--- src/rtl/branch_resolve_ctrl.sv ---
// Branch/jump resolution sequencer for the RV32I core: drives the shared comparator,
// computes the target and issues a held redirect followed by a flush window.
package risc_v_32i;
    localparam int REG_SIZE          = 32;
    localparam int BRANCH_SEL_LENGTH = 2;
    localparam logic [BRANCH_SEL_LENGTH:0] OP_BEQ     = 3'd0;
    localparam logic [BRANCH_SEL_LENGTH:0] OP_BNE     = 3'd1;
    localparam logic [BRANCH_SEL_LENGTH:0] OP_BLT     = 3'd2;
    localparam logic [BRANCH_SEL_LENGTH:0] OP_BGE     = 3'd3;
    localparam logic [BRANCH_SEL_LENGTH:0] OP_BLTU    = 3'd4;
    localparam logic [BRANCH_SEL_LENGTH:0] OP_BGEU    = 3'd5;
    localparam logic [BRANCH_SEL_LENGTH:0] OP_UNKNOWN = 3'd7;
endpackage

// state    | meaning
// IDLE     | ready for a new branch request
// EVAL     | comparator driven from captured operands, outcome decided
// REDIRECT | redirect_valid/redirect_pc/flush held until fetch accepts
// FLUSH    | flush kept high for FLUSH_CYCLES cycles after the redirect
module branch_resolve_ctrl
    import risc_v_32i::*;
#(
    parameter int FLUSH_CYCLES = 2,
    parameter int COUNT_W      = 16
) (
    input  logic                 clk,
    input  logic                 rst,
    branch_resolve_ctrl_if.slave bus
);

    localparam int SEL_W = BRANCH_SEL_LENGTH + 1;
    localparam int FC_W  = (FLUSH_CYCLES > 1) ? $clog2(FLUSH_CYCLES) : 1;
    localparam logic [FC_W-1:0] FC_LOAD = (FLUSH_CYCLES > 0) ? FC_W'(FLUSH_CYCLES - 1) : '0;

    typedef enum logic [1:0] {IDLE, EVAL, REDIRECT, FLUSH} state_t;

    state_t              state_q, state_d;
    logic [REG_SIZE-1:0] pc_q, pc_d, rs1_q, rs1_d, rs2_q, rs2_d, imm_q, imm_d;
    logic [SEL_W-1:0]    sel_q, sel_d;
    logic                jal_q, jal_d, jalr_q, jalr_d;
    logic                rv_q, rv_d;
    logic [REG_SIZE-1:0] rpc_q, rpc_d;
    logic                flush_q, flush_d;
    logic                done_q, done_d, taken_q, taken_d, mis_q, mis_d;
    logic [COUNT_W-1:0]  br_cnt_q, br_cnt_d, tk_cnt_q, tk_cnt_d;
    logic [FC_W-1:0]     fcnt_q, fcnt_d;

    logic                is_eval;
    logic                taken;
    logic [REG_SIZE-1:0] target;
    logic                unused_result;

    assign unused_result = ^bus.comp_result[REG_SIZE-1:1];

    assign is_eval = (state_q == EVAL);
    assign taken   = jal_q | jalr_q | bus.comp_result[0];
    // jalr clears bit 0 of the sum; both adds wrap at REG_SIZE bits
    assign target  = jalr_q ? ((rs1_q + imm_q) & ~REG_SIZE'(1)) : (pc_q + imm_q);

    always_comb begin
        state_d  = state_q;
        pc_d     = pc_q;
        rs1_d    = rs1_q;
        rs2_d    = rs2_q;
        imm_d    = imm_q;
        sel_d    = sel_q;
        jal_d    = jal_q;
        jalr_d   = jalr_q;
        rv_d     = rv_q;
        rpc_d    = rpc_q;
        flush_d  = flush_q;
        br_cnt_d = br_cnt_q;
        tk_cnt_d = tk_cnt_q;
        fcnt_d   = fcnt_q;
        done_d   = 1'b0;
        taken_d  = 1'b0;
        mis_d    = 1'b0;

        if (bus.kill) begin
            state_d = IDLE;
            rv_d    = 1'b0;
            flush_d = 1'b0;
        end else begin
            case (state_q)
                IDLE: begin
                    if (bus.br_valid) begin
                        pc_d    = bus.br_pc;
                        rs1_d   = bus.br_rs1;
                        rs2_d   = bus.br_rs2;
                        imm_d   = bus.br_imm;
                        sel_d   = bus.br_sel;
                        jal_d   = bus.br_jal;
                        jalr_d  = bus.br_jalr;
                        state_d = EVAL;
                    end
                end
                EVAL: begin
                    if (!taken) begin
                        done_d   = 1'b1;
                        br_cnt_d = br_cnt_q + COUNT_W'(1);
                        state_d  = IDLE;
                    end else if (target[1:0] != 2'b00) begin
                        mis_d    = 1'b1;
                        done_d   = 1'b1;
                        br_cnt_d = br_cnt_q + COUNT_W'(1);
                        state_d  = IDLE;
                    end else begin
                        rv_d    = 1'b1;
                        rpc_d   = target;
                        flush_d = 1'b1;
                        state_d = REDIRECT;
                    end
                end
                REDIRECT: begin
                    if (bus.redirect_ready) begin
                        rv_d     = 1'b0;
                        done_d   = 1'b1;
                        taken_d  = 1'b1;
                        br_cnt_d = br_cnt_q + COUNT_W'(1);
                        tk_cnt_d = tk_cnt_q + COUNT_W'(1);
                        if (FLUSH_CYCLES > 0) begin
                            fcnt_d  = FC_LOAD;
                            state_d = FLUSH;
                        end else begin
                            flush_d = 1'b0;
                            state_d = IDLE;
                        end
                    end
                end
                FLUSH: begin
                    if (fcnt_q == '0) begin
                        flush_d = 1'b0;
                        state_d = IDLE;
                    end else begin
                        fcnt_d = fcnt_q - FC_W'(1);
                    end
                end
                default: begin
                    state_d = IDLE;
                    rv_d    = 1'b0;
                    flush_d = 1'b0;
                end
            endcase
        end
    end

    always_ff @(posedge clk) begin
        if (rst) begin
            state_q  <= IDLE;
            pc_q     <= '0;
            rs1_q    <= '0;
            rs2_q    <= '0;
            imm_q    <= '0;
            sel_q    <= OP_UNKNOWN;
            jal_q    <= 1'b0;
            jalr_q   <= 1'b0;
            rv_q     <= 1'b0;
            rpc_q    <= '0;
            flush_q  <= 1'b0;
            done_q   <= 1'b0;
            taken_q  <= 1'b0;
            mis_q    <= 1'b0;
            br_cnt_q <= '0;
            tk_cnt_q <= '0;
            fcnt_q   <= '0;
        end else begin
            state_q  <= state_d;
            pc_q     <= pc_d;
            rs1_q    <= rs1_d;
            rs2_q    <= rs2_d;
            imm_q    <= imm_d;
            sel_q    <= sel_d;
            jal_q    <= jal_d;
            jalr_q   <= jalr_d;
            rv_q     <= rv_d;
            rpc_q    <= rpc_d;
            flush_q  <= flush_d;
            done_q   <= done_d;
            taken_q  <= taken_d;
            mis_q    <= mis_d;
            br_cnt_q <= br_cnt_d;
            tk_cnt_q <= tk_cnt_d;
            fcnt_q   <= fcnt_d;
        end
    end

    assign bus.br_ready       = (state_q == IDLE) && !bus.kill;
    assign bus.comp_a         = is_eval ? rs1_q : '0;
    assign bus.comp_b         = is_eval ? rs2_q : '0;
    assign bus.comp_ctrl      = is_eval ? sel_q : OP_UNKNOWN;
    assign bus.redirect_valid = rv_q;
    assign bus.redirect_pc    = rpc_q;
    assign bus.flush          = flush_q;
    assign bus.resolve_done   = done_q;
    assign bus.resolve_taken  = taken_q;
    assign bus.misalign_err   = mis_q;
    assign bus.br_count       = br_cnt_q;
    assign bus.taken_count    = tk_cnt_q;

endmodule

--- src/rtl/branch_resolve_ctrl_if.sv ---
// Request, comparator and redirect signals of the branch resolution block.
// slave is the block's own view; master is the view of the surrounding pipeline.
interface branch_resolve_ctrl_if #(
    parameter int REG_SIZE = 32,
    parameter int SEL_W    = 3,
    parameter int COUNT_W  = 16
);
    logic                br_valid;
    logic                br_ready;
    logic [REG_SIZE-1:0] br_pc;
    logic [REG_SIZE-1:0] br_rs1;
    logic [REG_SIZE-1:0] br_rs2;
    logic [REG_SIZE-1:0] br_imm;
    logic [SEL_W-1:0]    br_sel;
    logic                br_jal;
    logic                br_jalr;
    logic                kill;
    logic [REG_SIZE-1:0] comp_a;
    logic [REG_SIZE-1:0] comp_b;
    logic [SEL_W-1:0]    comp_ctrl;
    logic [REG_SIZE-1:0] comp_result;
    logic                redirect_valid;
    logic                redirect_ready;
    logic [REG_SIZE-1:0] redirect_pc;
    logic                flush;
    logic                resolve_done;
    logic                resolve_taken;
    logic                misalign_err;
    logic [COUNT_W-1:0]  br_count;
    logic [COUNT_W-1:0]  taken_count;

    modport slave (
        input  br_valid, br_pc, br_rs1, br_rs2, br_imm, br_sel, br_jal, br_jalr,
               kill, comp_result, redirect_ready,
        output br_ready, comp_a, comp_b, comp_ctrl, redirect_valid, redirect_pc,
               flush, resolve_done, resolve_taken, misalign_err, br_count, taken_count
    );

    modport master (
        output br_valid, br_pc, br_rs1, br_rs2, br_imm, br_sel, br_jal, br_jalr,
               kill, comp_result, redirect_ready,
        input  br_ready, comp_a, comp_b, comp_ctrl, redirect_valid, redirect_pc,
               flush, resolve_done, resolve_taken, misalign_err, br_count, taken_count
    );
endinterface

--- src/flat_wrapper.sv ---
// flat-port wrapper written by rule: the top's interface ports become plain ports
module branch_resolve_ctrl_flat import risc_v_32i::*;
#(
    parameter int FLUSH_CYCLES = 2,
    parameter int COUNT_W      = 16
)
  (clk, rst, bus_br_valid, bus_br_pc, bus_br_rs1, bus_br_rs2, bus_br_imm, bus_br_sel, bus_br_jal, bus_br_jalr, bus_kill, bus_comp_result, bus_redirect_ready, bus_br_ready, bus_comp_a, bus_comp_b, bus_comp_ctrl, bus_redirect_valid, bus_redirect_pc, bus_flush, bus_resolve_done, bus_resolve_taken, bus_misalign_err, bus_br_count, bus_taken_count);
  branch_resolve_ctrl_if #(.REG_SIZE(32), .SEL_W(3), .COUNT_W(COUNT_W)) bus_i ();
  input  logic clk;
  input  logic rst;
  input wire logic [$bits(bus_i.br_valid)-1:0] bus_br_valid;
  input wire logic [$bits(bus_i.br_pc)-1:0] bus_br_pc;
  input wire logic [$bits(bus_i.br_rs1)-1:0] bus_br_rs1;
  input wire logic [$bits(bus_i.br_rs2)-1:0] bus_br_rs2;
  input wire logic [$bits(bus_i.br_imm)-1:0] bus_br_imm;
  input wire logic [$bits(bus_i.br_sel)-1:0] bus_br_sel;
  input wire logic [$bits(bus_i.br_jal)-1:0] bus_br_jal;
  input wire logic [$bits(bus_i.br_jalr)-1:0] bus_br_jalr;
  input wire logic [$bits(bus_i.kill)-1:0] bus_kill;
  input wire logic [$bits(bus_i.comp_result)-1:0] bus_comp_result;
  input wire logic [$bits(bus_i.redirect_ready)-1:0] bus_redirect_ready;
  output wire logic [$bits(bus_i.br_ready)-1:0] bus_br_ready;
  output wire logic [$bits(bus_i.comp_a)-1:0] bus_comp_a;
  output wire logic [$bits(bus_i.comp_b)-1:0] bus_comp_b;
  output wire logic [$bits(bus_i.comp_ctrl)-1:0] bus_comp_ctrl;
  output wire logic [$bits(bus_i.redirect_valid)-1:0] bus_redirect_valid;
  output wire logic [$bits(bus_i.redirect_pc)-1:0] bus_redirect_pc;
  output wire logic [$bits(bus_i.flush)-1:0] bus_flush;
  output wire logic [$bits(bus_i.resolve_done)-1:0] bus_resolve_done;
  output wire logic [$bits(bus_i.resolve_taken)-1:0] bus_resolve_taken;
  output wire logic [$bits(bus_i.misalign_err)-1:0] bus_misalign_err;
  output wire logic [$bits(bus_i.br_count)-1:0] bus_br_count;
  output wire logic [$bits(bus_i.taken_count)-1:0] bus_taken_count;
  assign bus_i.br_valid = bus_br_valid;
  assign bus_i.br_pc = bus_br_pc;
  assign bus_i.br_rs1 = bus_br_rs1;
  assign bus_i.br_rs2 = bus_br_rs2;
  assign bus_i.br_imm = bus_br_imm;
  assign bus_i.br_sel = bus_br_sel;
  assign bus_i.br_jal = bus_br_jal;
  assign bus_i.br_jalr = bus_br_jalr;
  assign bus_i.kill = bus_kill;
  assign bus_i.comp_result = bus_comp_result;
  assign bus_i.redirect_ready = bus_redirect_ready;
  assign bus_br_ready = bus_i.br_ready;
  assign bus_comp_a = bus_i.comp_a;
  assign bus_comp_b = bus_i.comp_b;
  assign bus_comp_ctrl = bus_i.comp_ctrl;
  assign bus_redirect_valid = bus_i.redirect_valid;
  assign bus_redirect_pc = bus_i.redirect_pc;
  assign bus_flush = bus_i.flush;
  assign bus_resolve_done = bus_i.resolve_done;
  assign bus_resolve_taken = bus_i.resolve_taken;
  assign bus_misalign_err = bus_i.misalign_err;
  assign bus_br_count = bus_i.br_count;
  assign bus_taken_count = bus_i.taken_count;
  branch_resolve_ctrl #(.FLUSH_CYCLES(FLUSH_CYCLES), .COUNT_W(COUNT_W)) u_core (.clk(clk), .rst(rst), .bus(bus_i));
endmodule
--- config.mk ---
export PLATFORM = sky130hd
export DESIGN_NAME = branch_resolve_ctrl_flat
export DESIGN_NICKNAME = d
export VERILOG_FILES = /design/src/rtl/branch_resolve_ctrl.sv /design/src/rtl/branch_resolve_ctrl_if.sv /design/src/flat_wrapper.sv
export SDC_FILE = /design/constraint.sdc
export NUM_CORES = 1
export LEC_CHECK = 0
export ABC_CLOCK_PERIOD_IN_PS = 2500
export CELL_PAD_IN_SITES_DETAIL_PLACEMENT = 1
export CELL_PAD_IN_SITES_GLOBAL_PLACEMENT = 1
export CORE_UTILIZATION = 32
export DETAILED_ROUTE_END_ITERATION = 12
export PLACE_DENSITY_LB_ADDON = 0.12
export SLEW_MARGIN = 20
export SYNTH_ARGS = -nofsm -noshare
export SYNTH_HDL_FRONTEND = slang
export SYNTH_SLANG_ARGS = --single-unit
--- constraint.sdc ---
create_clock -name clk -period 2.5 [get_ports clk]
set_input_delay 0.5 -clock clk [delete_from_list [all_inputs] [get_ports clk]]
set_output_delay 0.5 -clock clk [all_outputs]
set_load 0.05 [all_outputs]
==> flow_metrics.py <==
metrics = {
    "run_status": {
        "status": "finished with violations",
        "violations": "negative setup slack",
    },
    "power": {
        "power.density_mw_per_mm2": 491,
        "p_leak_nw": 7.32,
        "p_sw_share_pct": 27.1,
        "ir_drop_uv": 472,
        "switchingPower_w": 0.00241,
        "seqPwrFrac_pct": 39.3,
        "combPwrFrac_pct": 16.9,
        "p_int_w": 0.00648,
        "power_frac_clock_pct": 43.8,
    },
    "sta": {
        "worst_pin_slew_ns": 0.608,
        "setup_ws_ns": -0.141,
        "rsz0062_at_grt": "true",
        "setup_viol_count_final": 30,
        "hold_violations": 0,
        "drv_slew": 0,
        "slew-limit-headroom_pct": 59.3,
        "fin_crit_ns": 2.64,
        "setup_tns_ns": -1.88,
        "fin_crit_sh_pct": 106,
        "worst_clock_skew_ns": 0.0137,
        "max_freq_mhz": 379,
    },
    "floorplanning": {
        "die_x_um": 190,
        "die_area_mm2": 0.0360,
        "rows": 68,
        "ioPinCount": 307,
        "initial_core_util_pct": 32.6,
        "die_h_um": 190,
        "coreArea_mm2": 0.0346,
    },
    "synthesis": {
        "yosysTopAreaCell": "dfxtp_1",
        "synthCells": 1478,
        "synth-edff-count": 0,
        "synth_fp_nets": 1718,
        "ys_warn_count": 0,
        "synth-main-ff-cell": "dfxtp_1",
        "yosysSeqAreaShare_pct": 36.4,
        "synth_area_mm2": 0.0113,
        "avgSynthCellArea_um2": 7.64,
        "async_reset_ff_share_pct": 0,
        "ys_top_cells_by_count": "352 x nand2_1, 205 x dfxtp_1, 202 x a21oi_1, 105 x nor2_1, 73 x and2_1",
        "synth-seq-cells": 205,
        "yosysMostFrequentCell": "nand2_1",
        "netlist-cell-type-count": 69,
        "synth_area_leaders": "dfxtp_1 36%, nand2_1 12%, a21oi_1 9.0%",
        "synth_top_area_share_pct": 36.4,
    },
    "layout": {
        "layout-drive-gt1-share_pct": 22.7,
        "num_antenna_cells": 0,
        "fin_nets": 2100,
        "area_growth_pct": 60.4,
    },
    "critical_path": {
        "start_kind": "flip-flop",
        "critPathMaxFanout": 5,
        "cp_slowest_cell": "fa_2",
        "r2r_start": "u_core.imm_q[0]",
        "timing.critical_path.cells": "ha_2 > fa_2 > nor2_4 > o21ai_4 > buf_6 > nor2_4 > a211oi_2 > buf_4 > and3_4 > and2b_2 > buf_4 > xnor2_1 > nor2_1",
        "crit_start": "u_core.imm_q[0]",
        "slowest_delay_ns": 0.57,
        "timing.rr.end": "u_core.bus.br_count[7]",
        "reg2regPathDepth": 13,
        "arrival_ns": 3.03,
        "critical_path_class": "flip-flop to flip-flop",
        "critPathRequiredTime_ns": 2.89,
        "critPathCaptureType": "flip-flop",
        "rrSetupSlack_ns": -0.14,
    },
    "global_routing": {
        "overflow": 0,
        "grt_pass1_wl_mm": 66.7,
        "antenna_found_initial": 0,
        "grt_usage_pct": 23.1,
        "grt_max_degree": 72,
        "first_global_vias": 12400,
    },
    "cts": {
        "root_buffer": "clkbuf_16",
        "cts.clk_slew.worst_paths_ns": 0.06,
        "insertion_delay_ns": 0.53,
        "cts_inserted_buffers": 26,
        "cts_tree": "yes",
        "cts_sinks": 205,
        "clock_path_buffers": 3,
        "h-tree-depth": 1,
    },
    "hold_path": {
        "hold_end": "u_core.bus.br_count[4]",
        "hp-start": "rst",
        "hp-class": "primary input to flip-flop",
        "whs_path_depth": 2,
    },
    "drt": {
        "routed.top_layer": "met4",
        "wl_met2_mm": 21.1,
        "drc_errors": 0,
        "wl_met3_mm": 1.58,
        "via_per_inst": 5.02,
        "wl_per_cell_um": 18.2,
        "first_pass_iters": 5,
        "drt_iter0_drc": 503,
        "vias": 11700,
        "antenna_left": 0,
        "routed_wl_mm": 42.4,
        "wl_met1_mm": 19.0,
    },
    "job": {
        "max_cap_violations": 0,
    },
    "placement": {
        "post-dp-hpwl_mm": 30.8,
        "port_buffers": 275,
        "gp_congestion": 0.846,
        "pre_cts_ws_ns": -0.262,
    },
}
## through the flow
step	power, W	cell area, µm²	utilization, %	hold slack [ns]	std cells
final	0.00889	18100	52.3	0.396	2335
after global routing	0.00926	18100	52.3	0.402	2335
after CTS	0.00896	17800	51.5	0.394	2329
after detailed placement	0.00491	16100	46.5	0.445	2262
after global placement	0.00487	16100	46.5	0.437	2262
after floorplan	0.00422	11300	-	0.429	1478
## cell usage in the layout (no fill, tap or decap), drive strengths merged, types with 14 or more instances in the layout
| cell type | n |
|---|---|
| a21o | 26 |
| clkbuf | 35 |
| a211oi | 23 |
| clkdlybuf4s50 | 206 |
| and2 | 74 |
| dfxtp | 205 |
| nor3 | 27 |
| a21oi | 204 |
| a31oi | 14 |
| nand3 | 20 |
| inv | 16 |
| buf | 230 |
| ha | 68 |
| o21ai | 51 |
| nand2 | 352 |
| xor2 | 49 |
| nor2 | 105 |
| xnor2 | 31 |
## layer usage
metal  vias to the layer above  GRT usage [%]
met4                         0           4.84
met1                      5620           29.4
li1                       5828              -
met5                         -              0
met2                       224           41.1
met3                        45           3.19
## cells by family (layout without fill, tap and decap cells)
family | after synthesis | after routing | share of synthesized area, %
simple gates | 646 | 646 | 25.6
xor+xnor | 80 | 80 | 6.21
flops | 205 | 205 | 36.4
compound gates | 373 | 373 | 20.1
mux | 6 | 6 | 0.543
buf+inv | 98 | 500 | 3.29
fa+ha+maj | 70 | 70 | 7.89
## power by group through the flow
stage | clock network [W] | logic, W | registers, W
2_1_floorplan | 0 | 0.000657 | 0.00356
3_3_place_gp | 0 | 0.00133 | 0.00355
3_5_place_dp | 0 | 0.00135 | 0.00355
4_1_cts | 0.00399 | 0.00147 | 0.00350
5_1_grt | 0.00412 | 0.00163 | 0.00351
6_report | 0.00389 | 0.00150 | 0.00349
## flip-flops by register name, summed over array words and instances, names as in the netlist, named ones only
| signal | count |
|---|---|
| u_core.bus.br_count | 16 |
| u_core.bus.flush | 1 |
| u_core.bus.misalign_err | 1 |
| u_core.bus.redirect_pc | 32 |
| u_core.bus.redirect_valid | 1 |
| u_core.bus.resolve_done | 1 |
| u_core.bus.resolve_taken | 1 |
| u_core.bus.taken_count | 16 |
| u_core.fcnt_q | 1 |
| u_core.imm_q | 32 |
| u_core.jal_q | 1 |
| u_core.jalr_q | 1 |
| u_core.pc_q | 32 |
| u_core.rs1_q | 32 |
| u_core.rs2_q | 32 |
| u_core.sel_q | 3 |
| u_core.state_q | 1 |
## worst max-delay path by stage
stage	depth (start not counted)	to
after floorplan	11	u_core.bus.redirect_pc[16]
after global placement	11	u_core.bus.redirect_pc[30]
after detailed placement	10	u_core.bus.redirect_pc[29]
after CTS	14	u_core.bus.br_count[15]
after global routing	13	u_core.bus.br_count[9]
final	13	u_core.bus.br_count[7]
## area by class of cell
cell class	count	area, µm²
clock inverters	13	148
flip-flops and latches	205	4140
clock buffers	35	736
well taps	455	569
fillers	4024	16500
inverters	16	60.1
multi-input cells	1175	7620
repair buffers	436	4840
## timing repair
item	in CTS	in global routing
resized for setup	131	47
pin swaps	77	42
gates cloned	1	0
endpoints found under the hold margin	0	0
setup buffers	18	6
hold buffers	0	0
setup endpoints to repair	84	100
## worst max-delay path: cells and delay by family (launching register included)
kind	cells	cell delay, ns
and+or+nand+nor	5	0.54
adders and majority gates	2	0.76
DFF	1	0.32
AOI/OAI and AO/OA	2	0.35
xor gates and xnor gates	1	0.11
buffers and inverters	3	0.42
Note: power is estimated with default switching activity, not from simulation.
